**config.mk**
```make
export PLATFORM = sky130hd
export DESIGN_NAME = mem_bus_arbiter
export DESIGN_NICKNAME = d
export VERILOG_FILES = /design/src/rtl/cpu6_bus_pkg.sv /design/src/rtl/bus_wait_timer.sv /design/src/rtl/mem_bus_arbiter.sv
export SDC_FILE = /design/constraint.sdc
export NUM_CORES = 1
export LEC_CHECK = 0
export CORE_MARGIN = 4
export CORE_UTILIZATION = 35
export CTS_CLUSTER_SIZE = 20
export DETAILED_ROUTE_END_ITERATION = 10
export GPL_ROUTABILITY_DRIVEN = 0
export PLACE_DENSITY = 0.72
export SETUP_SLACK_MARGIN = 0.2
export SYNTH_ARGS = -nofsm -noshare
export SYNTH_HDL_FRONTEND = slang
export SYNTH_HIERARCHICAL = 1
export SYNTH_SLANG_ARGS = --single-unit
export TNS_END_PERCENT = 100
```
**constraint.sdc**
```tcl
create_clock -name clock -period 3.7 [get_ports clock]
set_input_delay 0.555 -clock clock [delete_from_list [all_inputs] [get_ports clock]]
set_output_delay 0.555 -clock clock [all_outputs]
set_load 0.02 [all_outputs]
```
**src/rtl/cpu6_bus_pkg.sv**
```systemverilog
// Shared definitions for the CPU6 memory bus arbiter.
//   - bus_state_t : bus cycle sequencer states
//   - ADDR_W      : external address width
//   - DATA_W      : external data width
//   - RDATA_ERR   : read data returned when a cycle times out
package cpu6_bus_pkg;

  localparam int ADDR_W = 16;
  localparam int DATA_W = 8;

  localparam logic [DATA_W-1:0] RDATA_ERR = 8'hFF;

  typedef enum logic [1:0] {
    IDLE = 2'd0,
    ADDR = 2'd1,
    WAIT = 2'd2,
    DONE = 2'd3
  } bus_state_t;

endpackage

```
**src/rtl/bus_wait_timer.sv**
```systemverilog
// Wait-state and timeout counters for one external bus cycle.
// Ports:
//   clock, reset      : clock and asynchronous active-low reset
//   clear             : zero both counters (asserted in ADDR)
//   enable            : count this cycle (asserted in WAIT)
//   mem_ready         : device ready; low stretches the strobe
//   wait_done         : minimum strobe length has been reached
//   timed_out         : device stayed not-ready for TIMEOUT cycles
module bus_wait_timer #(
  parameter int WAIT_CYCLES = 2,
  parameter int TIMEOUT     = 64
) (
  input  logic clock,
  input  logic reset,
  input  logic clear,
  input  logic enable,
  input  logic mem_ready,
  output logic wait_done,
  output logic timed_out
);

  localparam logic [3:0] WAIT_MAX    = 4'(WAIT_CYCLES);
  localparam logic [7:0] TIMEOUT_MAX = 8'(TIMEOUT);

  logic [3:0] wait_cnt_reg, wait_cnt_next;
  logic [7:0] tout_cnt_reg, tout_cnt_next;

  // "counter has reached WAIT_CYCLES-1", written as cnt+1 >= WAIT_CYCLES
  // in a wider width so it stays valid for WAIT_CYCLES = 1 and 15.
  assign wait_done = ({1'b0, wait_cnt_reg} + 5'd1) >= {1'b0, WAIT_MAX};
  assign timed_out = (tout_cnt_reg == TIMEOUT_MAX);

  always_comb begin
    wait_cnt_next = wait_cnt_reg;
    tout_cnt_next = tout_cnt_reg;
    if (clear) begin
      wait_cnt_next = '0;
      tout_cnt_next = '0;
    end else if (enable) begin
      if (wait_cnt_reg != WAIT_MAX) begin
        wait_cnt_next = wait_cnt_reg + 4'd1;
      end
      // Only time the device once the minimum strobe is satisfied.
      if (wait_done && !mem_ready && !timed_out) begin
        tout_cnt_next = tout_cnt_reg + 8'd1;
      end
    end
  end

  always_ff @(posedge clock or negedge reset) begin
    if (!reset) begin
      wait_cnt_reg <= '0;
      tout_cnt_reg <= '0;
    end else begin
      wait_cnt_reg <= wait_cnt_next;
      tout_cnt_reg <= tout_cnt_next;
    end
  end

endmodule

```
**src/rtl/mem_bus_arbiter.sv**
```systemverilog
// Memory bus arbiter and cycle sequencer for CPU6.
// Shares one external address/data bus between the CPU port and the DMA
// port with alternating priority, then runs IDLE -> ADDR -> WAIT -> DONE
// for the granted request. All outputs come straight from flops.
// Ports:
//   clock, reset                       : clock, asynchronous active-low reset
//   cpu_req/we/addr/wdata, cpu_ack     : CPU request port, one-cycle ack
//   dma_req/we/addr/wdata, dma_ack     : DMA request port, one-cycle ack
//   rdata                              : data of the last completed read
//   bus_err                            : with the ack when the cycle timed out
//   grant_dma                          : current/last cycle belongs to DMA
//   busy                               : sequencer is not IDLE
//   mem_addr, mem_wdata, mem_rdata     : external address and data
//   mem_oe, mem_we                     : external read / write strobes
//   mem_ready                          : device ready, low adds wait states
module mem_bus_arbiter
  import cpu6_bus_pkg::*;
#(
  parameter int WAIT_CYCLES = 2,
  parameter int TIMEOUT     = 64
) (
  input  logic              clock,
  input  logic              reset,
  input  logic              cpu_req,
  input  logic              cpu_we,
  input  logic [ADDR_W-1:0] cpu_addr,
  input  logic [DATA_W-1:0] cpu_wdata,
  output logic              cpu_ack,
  input  logic              dma_req,
  input  logic              dma_we,
  input  logic [ADDR_W-1:0] dma_addr,
  input  logic [DATA_W-1:0] dma_wdata,
  output logic              dma_ack,
  output logic [DATA_W-1:0] rdata,
  output logic              bus_err,
  output logic              grant_dma,
  output logic              busy,
  output logic [ADDR_W-1:0] mem_addr,
  output logic [DATA_W-1:0] mem_wdata,
  input  logic [DATA_W-1:0] mem_rdata,
  output logic              mem_oe,
  output logic              mem_we,
  input  logic              mem_ready
);

  bus_state_t state_reg, state_next;

  logic [ADDR_W-1:0] addr_reg, addr_next;
  logic [DATA_W-1:0] wdata_reg, wdata_next;
  logic [DATA_W-1:0] rdata_reg, rdata_next;
  logic              write_reg, write_next;
  logic              grant_dma_reg, grant_dma_next;
  logic              oe_reg, oe_next;
  logic              we_strobe_reg, we_strobe_next;
  logic              cpu_ack_reg, cpu_ack_next;
  logic              dma_ack_reg, dma_ack_next;
  logic              bus_err_reg, bus_err_next;
  logic              busy_reg, busy_next;

  logic take_dma;
  logic timer_clear;
  logic timer_enable;
  logic wait_done;
  logic timed_out;

  bus_wait_timer #(
    .WAIT_CYCLES (WAIT_CYCLES),
    .TIMEOUT     (TIMEOUT)
  ) u_timer (
    .clock     (clock),
    .reset     (reset),
    .clear     (timer_clear),
    .enable    (timer_enable),
    .mem_ready (mem_ready),
    .wait_done (wait_done),
    .timed_out (timed_out)
  );

  always_comb begin
    state_next     = state_reg;
    addr_next      = addr_reg;
    wdata_next     = wdata_reg;
    rdata_next     = rdata_reg;
    write_next     = write_reg;
    grant_dma_next = grant_dma_reg;
    oe_next        = 1'b0;
    we_strobe_next = 1'b0;
    cpu_ack_next   = 1'b0;
    dma_ack_next   = 1'b0;
    bus_err_next   = 1'b0;
    take_dma       = 1'b0;
    timer_clear    = 1'b0;
    timer_enable   = 1'b0;

    case (state_reg)
      IDLE: begin
        if (cpu_req || dma_req) begin
          // grant_dma_reg holds the previous owner and resets to CPU,
          // so DMA wins the first tie after reset and ties alternate.
          take_dma       = dma_req && (!cpu_req || !grant_dma_reg);
          state_next     = ADDR;
          grant_dma_next = take_dma;
          addr_next      = take_dma ? dma_addr  : cpu_addr;
          wdata_next     = take_dma ? dma_wdata : cpu_wdata;
          write_next     = take_dma ? dma_we    : cpu_we;
        end
      end

      ADDR: begin
        // Address has settled for one cycle; raise the strobe next.
        state_next     = WAIT;
        timer_clear    = 1'b1;
        oe_next        = !write_reg;
        we_strobe_next = write_reg;
      end

      WAIT: begin
        timer_enable = 1'b1;
        if (wait_done && mem_ready) begin
          state_next = DONE;
          if (!write_reg) begin
            rdata_next = mem_rdata;
          end
          cpu_ack_next = !grant_dma_reg;
          dma_ack_next = grant_dma_reg;
        end else if (timed_out) begin
          state_next   = DONE;
          bus_err_next = 1'b1;
          if (!write_reg) begin
            rdata_next = RDATA_ERR;
          end
          cpu_ack_next = !grant_dma_reg;
          dma_ack_next = grant_dma_reg;
        end else begin
          oe_next        = !write_reg;
          we_strobe_next = write_reg;
        end
      end

      DONE: begin
        state_next = IDLE;
      end

      default: begin
        state_next = IDLE;
      end
    endcase

    busy_next = (state_next != IDLE);
  end

  always_ff @(posedge clock or negedge reset) begin
    if (!reset) begin
      state_reg <= IDLE;
    end else begin
      state_reg <= state_next;
    end
  end

  always_ff @(posedge clock or negedge reset) begin
    if (!reset) begin
      addr_reg      <= '0;
      wdata_reg     <= '0;
      rdata_reg     <= '0;
      write_reg     <= 1'b0;
      grant_dma_reg <= 1'b0;
      oe_reg        <= 1'b0;
      we_strobe_reg <= 1'b0;
      cpu_ack_reg   <= 1'b0;
      dma_ack_reg   <= 1'b0;
      bus_err_reg   <= 1'b0;
      busy_reg      <= 1'b0;
    end else begin
      addr_reg      <= addr_next;
      wdata_reg     <= wdata_next;
      rdata_reg     <= rdata_next;
      write_reg     <= write_next;
      grant_dma_reg <= grant_dma_next;
      oe_reg        <= oe_next;
      we_strobe_reg <= we_strobe_next;
      cpu_ack_reg   <= cpu_ack_next;
      dma_ack_reg   <= dma_ack_next;
      bus_err_reg   <= bus_err_next;
      busy_reg      <= busy_next;
    end
  end

  assign mem_addr  = addr_reg;
  assign mem_wdata = wdata_reg;
  assign mem_oe    = oe_reg;
  assign mem_we    = we_strobe_reg;
  assign rdata     = rdata_reg;
  assign cpu_ack   = cpu_ack_reg;
  assign dma_ack   = dma_ack_reg;
  assign bus_err   = bus_err_reg;
  assign grant_dma = grant_dma_reg;
  assign busy      = busy_reg;

endmodule

```
==> results.md, run 1 <==
- CTS Root Cell: clkbuf_8
- Dominant synthesized flop cell: dfrtp_1
- Vias in the first global route: 2,254
- DIE WIDTH: just under 100 um
- Path depth of the worst reg2reg path: 8
- Skew-Pair Late Insertion Delay: 310 ps
- I/O pins: 102
- Yosys top cell by area: dfrtp_1
- Ant diodes: 0
- Final hold violation count: 0
- CTS resizes: 0
- CTS H-tree lvls: 2
- Global-route usage over all layers: 13.3%
- RSZ-0062 raised after global routing: no
- Status: completed
- Worst Path Max Fanout: 7
- Share of the synthesized area in the top cell type: 47.3%
- Total number of vias: 2,304
- Die area: 0.00968 mm^2
- CORE AREA: just under 0.008 mm^2
- Endpoints failing setup: 0
- Crit path DAT: 1540 ps
- Cells after Synth: between 200 and 300
- GR Overflow Total: 0
- Period utilization: a little under three fifths
- Crit-path leading delay family: buffers and inverters
- Clock Path Buffers: 2
- Max FFs per register: 16
- Total wire length: 6360 um
- Sequential area share after synthesis: 47.3%
- Crit path depth: 1
- Port Buffers: 101
- FF+latch count, synth: 54
- Buf/Inv on CP: 1
- Nets: 460
- Post-synthesis net count: 363
- Share of cells above drive strength 1: between 10% and 20%
- Synth Cell Area: 0.00286 mm^2
- Initial Utilization: between 30% and 40%
- Max Cap Viol: 0
- Critical path startpoint category: flop
- Largest stage delay, worst path: 670 ps
- CP endpoint kind: primary output
- Setup CP Type: flop to primary output
- CP Cell Sequence: clkdlybuf4s50_1
- EDFF count, synth: 0
- Die H: between 90 and 100 um
- Tmin final: 2090 ps
- Static Leak: 1.68 nW
- Worst-margin pin slew: 956 ps
- Detailed Place HPWL: 4800 um
- Initial antenna violation count: 0
- Residual DRC count: 0
- PwrDens: 718 mW/mm^2
- Reg2reg start: u_timer/wait_cnt_reg[0]
- Max VDD drop: 0.313 mV
- Setup tns final: 0 ps
- YS warnings: 6
- FP Rows: 32
- CTS Sinks: 54
- TritonCTS clock tree: yes
- Relative slew slack: 36.3%
- Wire per inst: roughly 13 um
- Area Overhead vs Synth: 39.7%
- Post-CTS Hold Fix Bufs: 0
- Max Slew Vio Count: 0
- Critical path data required time: around 3100 ps
- WHS: 360 ps
- DRT antenna net count: 0
- Largest net degree at the start of global routing: 51
- CTS buffer count: 5
- Slowest stage cell on the critical path: clkdlybuf4s50_1
- Leading post-synthesis cells by cell area: dfrtp_1 47%, nor2_1 6.4%, nand2_1 6.0%
- First-pass DRT Iterations: 4
- Ys async rst share: 100%
- Commonest non-fill, non-tap cell in the layout: clkdlybuf4s50_1
- Mean Syn Cell Area: 9.86 um^2
- Commonest non-fill, non-tap cells in the layout: 100 x clkdlybuf4s50_1, 54 x dfrtp_1, 49 x nor2_1
- Post-CTS setup buffer count: 0
- Worst setup startpoint: grant_dma
- First-pass GRT wire length: 10,700 um
- 1st-iter DRT viols: roughly 120
- Peak Freq: ~480 MHz
- Worst-path clk slew: 100 ps
- Worst min path class: input port to asynchronous set/reset pin
- Vias per inst: 4.70
- Worst Skew: 10.6 ps
- Distinct cell type count after synthesis: between 40 and 50
[metal layers]
layer	part of all wire, %	global-route usage, %	up-vias
met4	0.96	3.36	0
met2	46	21.6	71
met5	0	0	-
li1	-	-	1158
met3	9.0	5.21	9
met1	44	16.8	1066
[logic make-up (layout without fill, tap and decap cells)]
| group | Yosys count | count (layout) | share of synthesized area [%] |
|---|---|---|---|
| flops | 54 | 54 | 47.3 |
| compound gates | 45 | 45 | 13.6 |
| mux | 17 | 17 | 6.56 |
| buf+inv | 29 | 127 | 5.73 |
| simple gates | 132 | 132 | 21.6 |
| xor+xnor | 3 | 3 | 0.919 |
| fa+ha+maj | 10 | 10 | 4.38 |
[cell type report]
cell class                 instances  area [um^2]
clock buffer                       5         68.8
fill                             739         3850
multi-input combinational        207         1350
clock inverter                     3         21.3
inverter                          16         60.1
tap                              102          128
sequential                        54         1350
timing repair buffer             103         1020
[where the power goes]
group          total, mW  internal, mW  switching (mW)
logic               1.55         0.722           0.830
registers          0.989         0.832           0.157
clock network      0.329         0.133           0.196
[through the flow]
step / instance area (um^2) / worst slack [ps] / utilization (%) / instances / power [mW]
after global placement: 3910 / 1390 / 49.8 / 482 / 2.53
after floorplan: 2860 / 1880 / - / 290 / 1.96
after global routing: 4000 / 1480 / 50.9 / 490 / 3.11
final: 4000 / 1610 / 50.9 / 490 / 2.87
after detailed placement: 3910 / 1290 / 49.8 / 482 / 2.57
after CTS: 4000 / 1600 / 50.9 / 490 / 2.91
[Yosys cell counts, types with 2 or more instances]
cell,number
a21oi_2,2
nor2b_1,6
nor2_1,49
mux2_1,4
mux2_2,2
nand2b_1,2
and2_1,2
a31oi_2,10
a21oi_1,7
nor3b_1,4
a31oi_1,16
mux2i_1,9
inv_1,16
and3_1,2
nand2_1,46
ha_1,10
nand2_2,10
nand4_1,2
dfrtp_1,54
xor2_1,2
buf_4,4
clkbuf_1,2
nand3_1,2
mux2_4,2
buf_2,4
[path summary, 6_finish.rpt]
check | to | slack, ps
setup / recovery | grant_dma | 1610
hold / removal | rdata[3] | 360
setup reg to reg | rdata[2] | 1700
hold reg to reg | rdata[3] | 520
max in group asynchronous | mem_addr[13] | 2600
min in group clock | rdata[3] | 520
Note: power is estimated with default switching activity, not from simulation.
==> inputs of run 2 (changes only) <==
==> constraint.sdc (replaced) <==
create_clock -name clock -period 2.1 [get_ports clock]
set_input_delay 0.315 -clock clock [delete_from_list [all_inputs] [get_ports clock]]
set_output_delay 0.315 -clock clock [all_outputs]
set_load 0.02 [all_outputs]
==> run 2 against run 1 <==
  * Die area unchanged
  * Highest routed layer unchanged
  * Critical path type unchanged
  * Power increased by 82%
  * Clock power increased by 78%
  * Clock-buffer cell count increased by 2
  * Cell count increased by 2.4%
  * Combinational power increased by 88%
  * Flip-flop and latch count unchanged
  * Hold slack got worse by 230 ps
  * Sequential share of layout area decreased by 1.2 points
==> results.md, run 2 (synthesis results as in run 1) <==
- Status: completed
- Flop pwr share: 33.3%
- Initial antenna violation count: 0
- Vias in the first global route: 2,353
- CTS buffer count: 5
- CTS H-tree lvls: 2
- Critical path data required time: 1780 ps
- First-pass GRT wire length: roughly 11,000 um
- Period utilization: 86.0%
- Initial Utilization: between 30 and 40%
- First-pass DRT Iterations: 4
- Largest net degree at the start of global routing: 55
- CORE AREA: 0.00785 mm^2
- GR Overflow Total: 0
- Worst-path clk slew: 90 ps
- Commonest non-fill, non-tap cell in the layout: clkdlybuf4s50_1
- CP endpoint kind: primary output
- Global-route usage over all layers: 13.1%
- Vias per inst: 4.60
- Setup tns final: 0 ps
- Port Buffers: about 100
- FP Rows: 32
- Clk pwr share: 11.2%
- Wire per inst: 12.7 um
- Total Power: about 5.2 mW
- Max VDD drop: 0.601 mV
- Tmin final: between 1500 and 2000 ps
- Endpoints failing setup: 0
- Detailed Place HPWL: 4770 um
- Worst Skew: 4.07 ps
- Final hold violation count: 0
- Util after Layout: 52.8%
- PwrDens: roughly 1300 mW/mm^2
- Ant diodes: 0
- Commonest non-fill, non-tap cells in the layout: 100 x clkdlybuf4s50_1, 54 x dfrtp_1, 49 x nor2_1
- FF-to-FF setup slack: 300 ps
- Net switching power: between 2 and 2.5 mW
- Max Slew Vio Count: 0
- Critical path startpoint category: flop
- Placed insts: 491
- Clock Path Buffers: 2
- Total wire length: 6360 um
- CTS Sinks: 54
- Largest stage delay, worst path: 670 ps
- Peak Freq: 554 MHz
- Die H: 98.4 um
- Crit-path leading delay family: buffers and inverters
- 1st-iter DRT viols: slightly below 50
- # fillers: 735
- TritonCTS clock tree: yes
- CP Cell Sequence: clkdlybuf4s50_1
- Residual DRC count: 0
- Skew-Pair Late Insertion Delay: 290 ps
- Relative slew slack: 56.0%
- Int Power: 3.12 mW
- Setup CP Type: flop to primary output
- DRT antenna net count: 0
- RSZ-0062 raised after global routing: yes
- Die area: between 0.009 and 0.01 mm^2
- Static Leak: 1.76 nW
- CTS Root Cell: clkbuf_8
- Share of cells above drive strength 1: 16.0%
- Worst Path Max Fanout: 7
- Buf/Inv on CP: 1
- Non-Filler Instances: 502
- Crit path DAT: 1490 ps
- Nets: ~470
- I/O pins: a little over 100
- Slowest stage cell on the critical path: clkdlybuf4s50_1
- Sw frac: between 40% and 50%
- Area Overhead vs Synth: 44.9%
- Logic pwr share: 55.5%
- Worst min path class: input port to asynchronous set/reset pin
- DIE WIDTH: 98.4 um
- WHS: 125 ps
- Max Cap Viol: 0
- Worst-margin pin slew: 660 ps
- Total number of vias: 2,307
- Max FFs per register: 16
run 2: changes by cell type in the layout (fill, tap and decap cells not counted), moves of 2 or more:
cell	change
nor3b_1	-2
nor3b_2	+2
buf_4	+11
ha_1	-2
inv_1	-2
inv_2	+2
run 2: path summary, 6_finish.rpt:
check,from,end,depth (start not counted)
min in group clock,rdata[3],rdata[3],2
worst min register to register,rdata[3],rdata[3],2
worst min-delay path,reset,rdata[4],2
worst max register to register,state_reg[0],u_timer/tout_cnt_reg[2],6
max in group asynchronous,reset,mem_wdata[4],2
worst max-delay path,grant_dma,grant_dma,1
run 2: layout make-up:
class	count	area (um^2)	share of cell area, %
multi-input combinational	207	1400	33.7
inverter	16	60.1	1.45
timing repair buffer	115	1110	26.9
clock inverter	1	5.00	0.121
clock buffer	7	86.3	2.08
tap	102	128	3.08
sequential	54	1350	32.6
run 2: power groups by stage:
stage | Combinational, mW | Clock (mW) | Sequential, mW
after CTS | 2.87 | 0.611 | 1.74
after global placement | 2.78 | 0 | 1.75
after detailed placement | 2.83 | 0 | 1.76
final | 2.91 | 0.584 | 1.74
after global routing | 3.19 | 0.668 | 1.81
after floorplan | 1.30 | 0 | 2.15
run 2: repair_timing:
| item | 4_1_cts | 5_1_grt |
|---|---|---|
| endpoints found under the setup margin | 9 | 17 |
| pin swaps | 1 | 3 |
| gates resized for setup | 2 | 11 |
| buffers inserted | 0 | 3 |
| hold buffers | 0 | 0 |
run 2: stage by stage:
step,cell area [um^2],setup WS [ps]
after floorplan,2860,281
after global placement,3970,200
after detailed placement,3970,166
after CTS,4080,202
after global routing,4140,168
final,4140,294
run 2: metal layers:
layer | GRT usage (%) | vias to the layer above | wire length [um]
met3 | 4.93 | 4 | 581
met4 | 2.84 | 0 | 40
met2 | 22.4 | 66 | 3030
met5 | 0 | - | 0
met1 | 15.7 | 1053 | 2710
li1 | - | 1184 | -
